$ cat src/rtl/reg_readout_serializer.sv
// Purpose: captures an N-bit register word on load_req/ready and shifts it out MSB-first as ser_data/ser_clk, then pulses ser_latch.
// Latency: ready falls the cycle after capture; ser_latch at N*DIV+1, ready back at N*DIV+2 (one extra DIV period when SER_PARITY_EN is defined).
// Backpressure: load_req is honoured only while ready=1; requests during a frame are dropped, not queued.
module reg_readout_serializer #(
    parameter int N   = 16,
    parameter int DIV = 4
) (
    input  logic         clk,
    input  logic         Reset,
    input  logic [N-1:0] REG_VALUE,
    input  logic         load_req,
    output logic         ready,
    output logic         busy,
    output logic         ser_data,
    output logic         ser_clk,
    output logic         ser_latch
);

`ifdef SER_PARITY_EN
    localparam int NBITS = N + 1;
`else
    localparam int NBITS = N;
`endif

    localparam int DW = $clog2(DIV);
    localparam int CW = $clog2(NBITS + 1);

    localparam logic [DW-1:0] DIV_LAST = DW'(DIV - 1);
    localparam logic [DW-1:0] HALF_M1  = DW'(DIV / 2 - 1);
    localparam logic [CW-1:0] BIT_LAST = CW'(NBITS - 1);

    typedef enum logic [1:0] {
        IDLE  = 2'd0,
        SHIFT = 2'd1,
        LATCH = 2'd2
    } state_t;

    state_t          state;
    logic [N-1:0]    shreg;
    logic [CW-1:0]   bitcnt;
    logic [DW-1:0]   divcnt;
    logic            next_bit;

`ifdef SER_PARITY_EN
    logic            par;

    // Bit presented after the current one: parity follows the last data bit.
    always_comb begin
        next_bit = shreg[N-2];
        if (bitcnt == CW'(N - 1)) begin
            next_bit = par;
        end
    end

    // Even parity of the captured word, frozen for the whole frame.
    always_ff @(posedge clk or negedge Reset) begin
        if (!Reset) begin
            par <= 1'b0;
        end else if (state == IDLE && load_req && ready) begin
            par <= ^REG_VALUE;
        end
    end
`else
    // Bit presented after the current one is the next shift register MSB.
    always_comb begin
        next_bit = shreg[N-2];
    end
`endif

    // Frame FSM: all link outputs are registered and computed from the next-cycle state.
    always_ff @(posedge clk or negedge Reset) begin
        if (!Reset) begin
            state     <= IDLE;
            shreg     <= '0;
            bitcnt    <= '0;
            divcnt    <= '0;
            ready     <= 1'b1;
            busy      <= 1'b0;
            ser_data  <= 1'b0;
            ser_clk   <= 1'b0;
            ser_latch <= 1'b0;
        end else begin
            case (state)
                IDLE: begin
                    if (load_req && ready) begin
                        state    <= SHIFT;
                        shreg    <= REG_VALUE;
                        bitcnt   <= '0;
                        divcnt   <= '0;
                        ready    <= 1'b0;
                        busy     <= 1'b1;
                        ser_data <= REG_VALUE[N-1];
                        ser_clk  <= 1'b0;
                    end
                end
                SHIFT: begin
                    if (divcnt == DIV_LAST) begin
                        divcnt  <= '0;
                        ser_clk <= 1'b0;
                        shreg   <= {shreg[N-2:0], 1'b0};
                        bitcnt  <= bitcnt + 1'b1;
                        if (bitcnt == BIT_LAST) begin
                            state     <= LATCH;
                            ser_data  <= 1'b0;
                            ser_latch <= 1'b1;
                        end else begin
                            ser_data <= next_bit;
                        end
                    end else begin
                        divcnt  <= divcnt + 1'b1;
                        // High for the second half of the bit period.
                        ser_clk <= (divcnt >= HALF_M1);
                    end
                end
                LATCH: begin
                    state     <= IDLE;
                    ser_latch <= 1'b0;
                    ready     <= 1'b1;
                    busy      <= 1'b0;
                end
                default: begin
                    state     <= IDLE;
                    ser_latch <= 1'b0;
                    ser_data  <= 1'b0;
                    ser_clk   <= 1'b0;
                    ready     <= 1'b1;
                    busy      <= 1'b0;
                end
            endcase
        end
    end

endmodule

$ cat config.mk
export PLATFORM = sky130hd
export DESIGN_NAME = reg_readout_serializer
export DESIGN_NICKNAME = d
export VERILOG_FILES = /design/src/rtl/reg_readout_serializer.sv
export SDC_FILE = /design/constraint.sdc
export NUM_CORES = 1
export LEC_CHECK = 0
export CORE_MARGIN = 10
export CORE_UTILIZATION = 30
export CTS_CLUSTER_SIZE = 14
export DETAILED_ROUTE_END_ITERATION = 8
export SYNTH_ARGS = -nofsm -noshare
export SYNTH_HDL_FRONTEND = slang
export SYNTH_SLANG_ARGS = --single-unit
$ cat constraint.sdc
create_clock -name clk -period 5.1 [get_ports clk]
set_clock_uncertainty 0.15 [all_clocks]
set_input_delay 1.53 -clock clk [delete_from_list [all_inputs] [get_ports clk]]
set_output_delay 1.53 -clock clk [all_outputs]
set_load 0.01 [all_outputs]
==> flow_summary_export.csv <==
group,metric,value,unit
run_status,status,"complete, no violations",
setup_path,crit_type,"reg -> out",
synth,ys_warn_count,0,
layout,syn_to_final_growth,23.52,%
sta,hold_violations,0,
layout,drive_above_1_share,0.07237,
global_routing,first_global_vias,1107,
floorplan,ios,24,
synth,yosysTopAreaCell,"dfrtp_1",
synth,synth.net_count,151,
setup_path,r2r_slack,2720,ps
floorplan,die_x,88.29,um
route,drcViolationCount,0,
global_routing,grt_overflow,0,
sta,slew_headroom,0.5036,
sta,rsz0062_at_grt,"no",
layout,final_area,1728,um2
layout,diodes,0,
sta,setup_violations,0,
placed_design,routabilityCongestion,0.7465,
worst_hold_path,worstHoldPathType,"reg -> reg",
route,ant_nets,0,
clock_tree,clock_tree.root_cell,"clkbuf_8",
setup_path,cpLargestDelayFamily,"flip-flops",
pwr,irDropWorstVdd,116.5,uV
clock_tree,cts_inserted_buffers,5,
synth,yosysSeqAreaShare,0.5197,
setup_path,end_kind,"output pin",
placed_design,dp_cells,196,
layout,fillCellCount,447,
route,totalWireLength,3042,um
setup_path,path_cells,"clkdlybuf4s50_1",
sta,period_needed,3072,ps
route,wl_per_cell,14.91,um
route,vias_per_cell,5.172,
synth,synth_edf_count,0,
layout,final_core_util,0.3888,
placed_design,place_area,1648,um2
clock_tree,htreeDepth,2,
setup_path,cpPeakStageDelay,570,ps
pwr,leakage,0.8428,nW
placed_design,place_ws,1831,ps
clock_tree,holdBufCountCts,0,
synth,syn_inst,129,
synth,synthMostInstantiatedCell,"dfrtp_1",
synth,ys_seq_elements,29,
global_routing,grt_max_degree,30,
route,num_vias,1055,
layout,multi_input_area,591.8,um2
route,first_iter_violations,85,
sta,postLayoutSetupSlackWorst,2028,ps
synth,netlist_area,1399,um2
setup_path,path_buf_inv,1,
pwr,power.density,250.7,nW/um2
global_routing,grt_antenna_before_repair,0,
synth,synth_ff_type,"dfrtp_1",
floorplan,initial_utilization,0.3148,
pwr,finalPower,0.4332,mW
setup_path,cp_max_fo,6,
clock_tree,clock_sinks,29,
global_routing,grt.total_usage,0.08368,
clock_tree,clock_latency,280,ps
route,dr.pass1.iters,4,
sta,fin_crit_sh,0.6023,
clock_tree,cts.clk_slew.worst_paths,60,ps
global_routing,grt_pass1_wl,5133,um
placed_design,dp_hpwl,2091,um
floorplan,rows,24,
sta,setup_tns,0,ps
setup_path,worstPathRequired,3420,ps
setup_path,arrival,1390,ps
sta,worstMarginPinSlew,742.3,ps
floorplan,core_area,4444,um2
clock_tree,clock_path_buffers,2,
floorplan,fp.dieH,88.29,um
setup_path,cp-start-kind,"register",
sta,hold-worst-slack,340.9,ps
setup_path,critPathSlowestCell,"dfstp_2",
sta,slew_viol_final,0,
synth,synth_area_leaders,"dfrtp_1 (50%), mux2i_1 (10%), o21ai_0 (6.4%)",
flow_run,drv_cap,0,
layout,final_cells,204,
clock_tree,cts_tree,"done",
synth,syn_area_per_cell,10.84,um2
clock_tree,postCtsSetupRepairBufs,0,
placed_design,io_buffers,23,
layout,nNetsFinal,173,
sta,max_freq,325.6,MHz
floorplan,dieArea,7794,um2
synth,ys_types,29,
synth,postSynth.asyncResetShare,1.000,
layout,seqCellArea,726.9,um2
clock_tree,post_cts_resize_count,0,
synth,synth_top_area_frac,0.5009,
synth,synthTopCellsByCount,"dfrtp_1 (28), o21ai_0 (18), nand3_1 (16)",
[layer usage]
metal | global-route usage | vias to the layer above | share of wire
li1 | - | 513 | -
met1 | 0.09881 | 513 | 0.45
met2 | 0.1299 | 22 | 0.46
met3 | 0.03676 | 7 | 0.068
met4 | 0.03524 | 0 | 0.016
met5 | 0 | - | 0
[report_power, final]
part | total (mW) | switching (mW) | internal, mW
logic | 0.0222 | 0.00788 | 0.0143
registers | 0.232 | 0.000607 | 0.231
clock network | 0.179 | 0.0824 | 0.0967
total | 0.433 | 0.0909 | 0.342
[kinds of logic after synthesis]
| kind of cell | share of synthesized area |
|---|---|
| AND/OR/NAND/NOR | 0.1485 |
| AO/OA/AOI/OAI | 0.1458 |
| flip-flops | 0.5197 |
| buffers and inverters | 0.05903 |
| multiplexers | 0.1002 |
| adder cells (fa/ha/maj) | 0.02684 |
[placed cells by master, fill, tap and decap left out, types with 4 or more instances in the layout]
master,netlist,layout
and3_1,4,4
nand3_1,16,16
clkdlybuf4s50_1,0,23
nor2_1,4,4
mux2i_1,14,14
clkbuf_8,0,5
o21ai_0,18,18
dfrtp_1,28,28
[layout make-up]
type / count / area share
timing repair buffer: 26 / 0.1463
sequential: 29 / 0.4207
multi-input combinational: 86 / 0.3425
inverter: 3 / 0.006517
clock buffer: 8 / 0.04634
tap: 52 / 0.03765
[worst paths after layout]
check	endpoint	start	depth (start not counted)
worst max-delay path	ready	ready	1
worst min-delay path	ser_latch	ser_latch	2
worst max register to register	bitcnt[2]	divcnt[0]	4
worst min register to register	ser_latch	ser_latch	2
max in group asynchronous	ready	Reset	2
min in group asynchronous	ser_clk	Reset	2
[flip-flops by register name (all words and copies together), names as in the netlist]
register / cells
shreg: 15
bitcnt: 5
divcnt: 2
state: 2
busy: 1
ready: 1
ser_clk: 1
ser_data: 1
ser_latch: 1
Note: power is estimated with default switching activity, not from simulation.
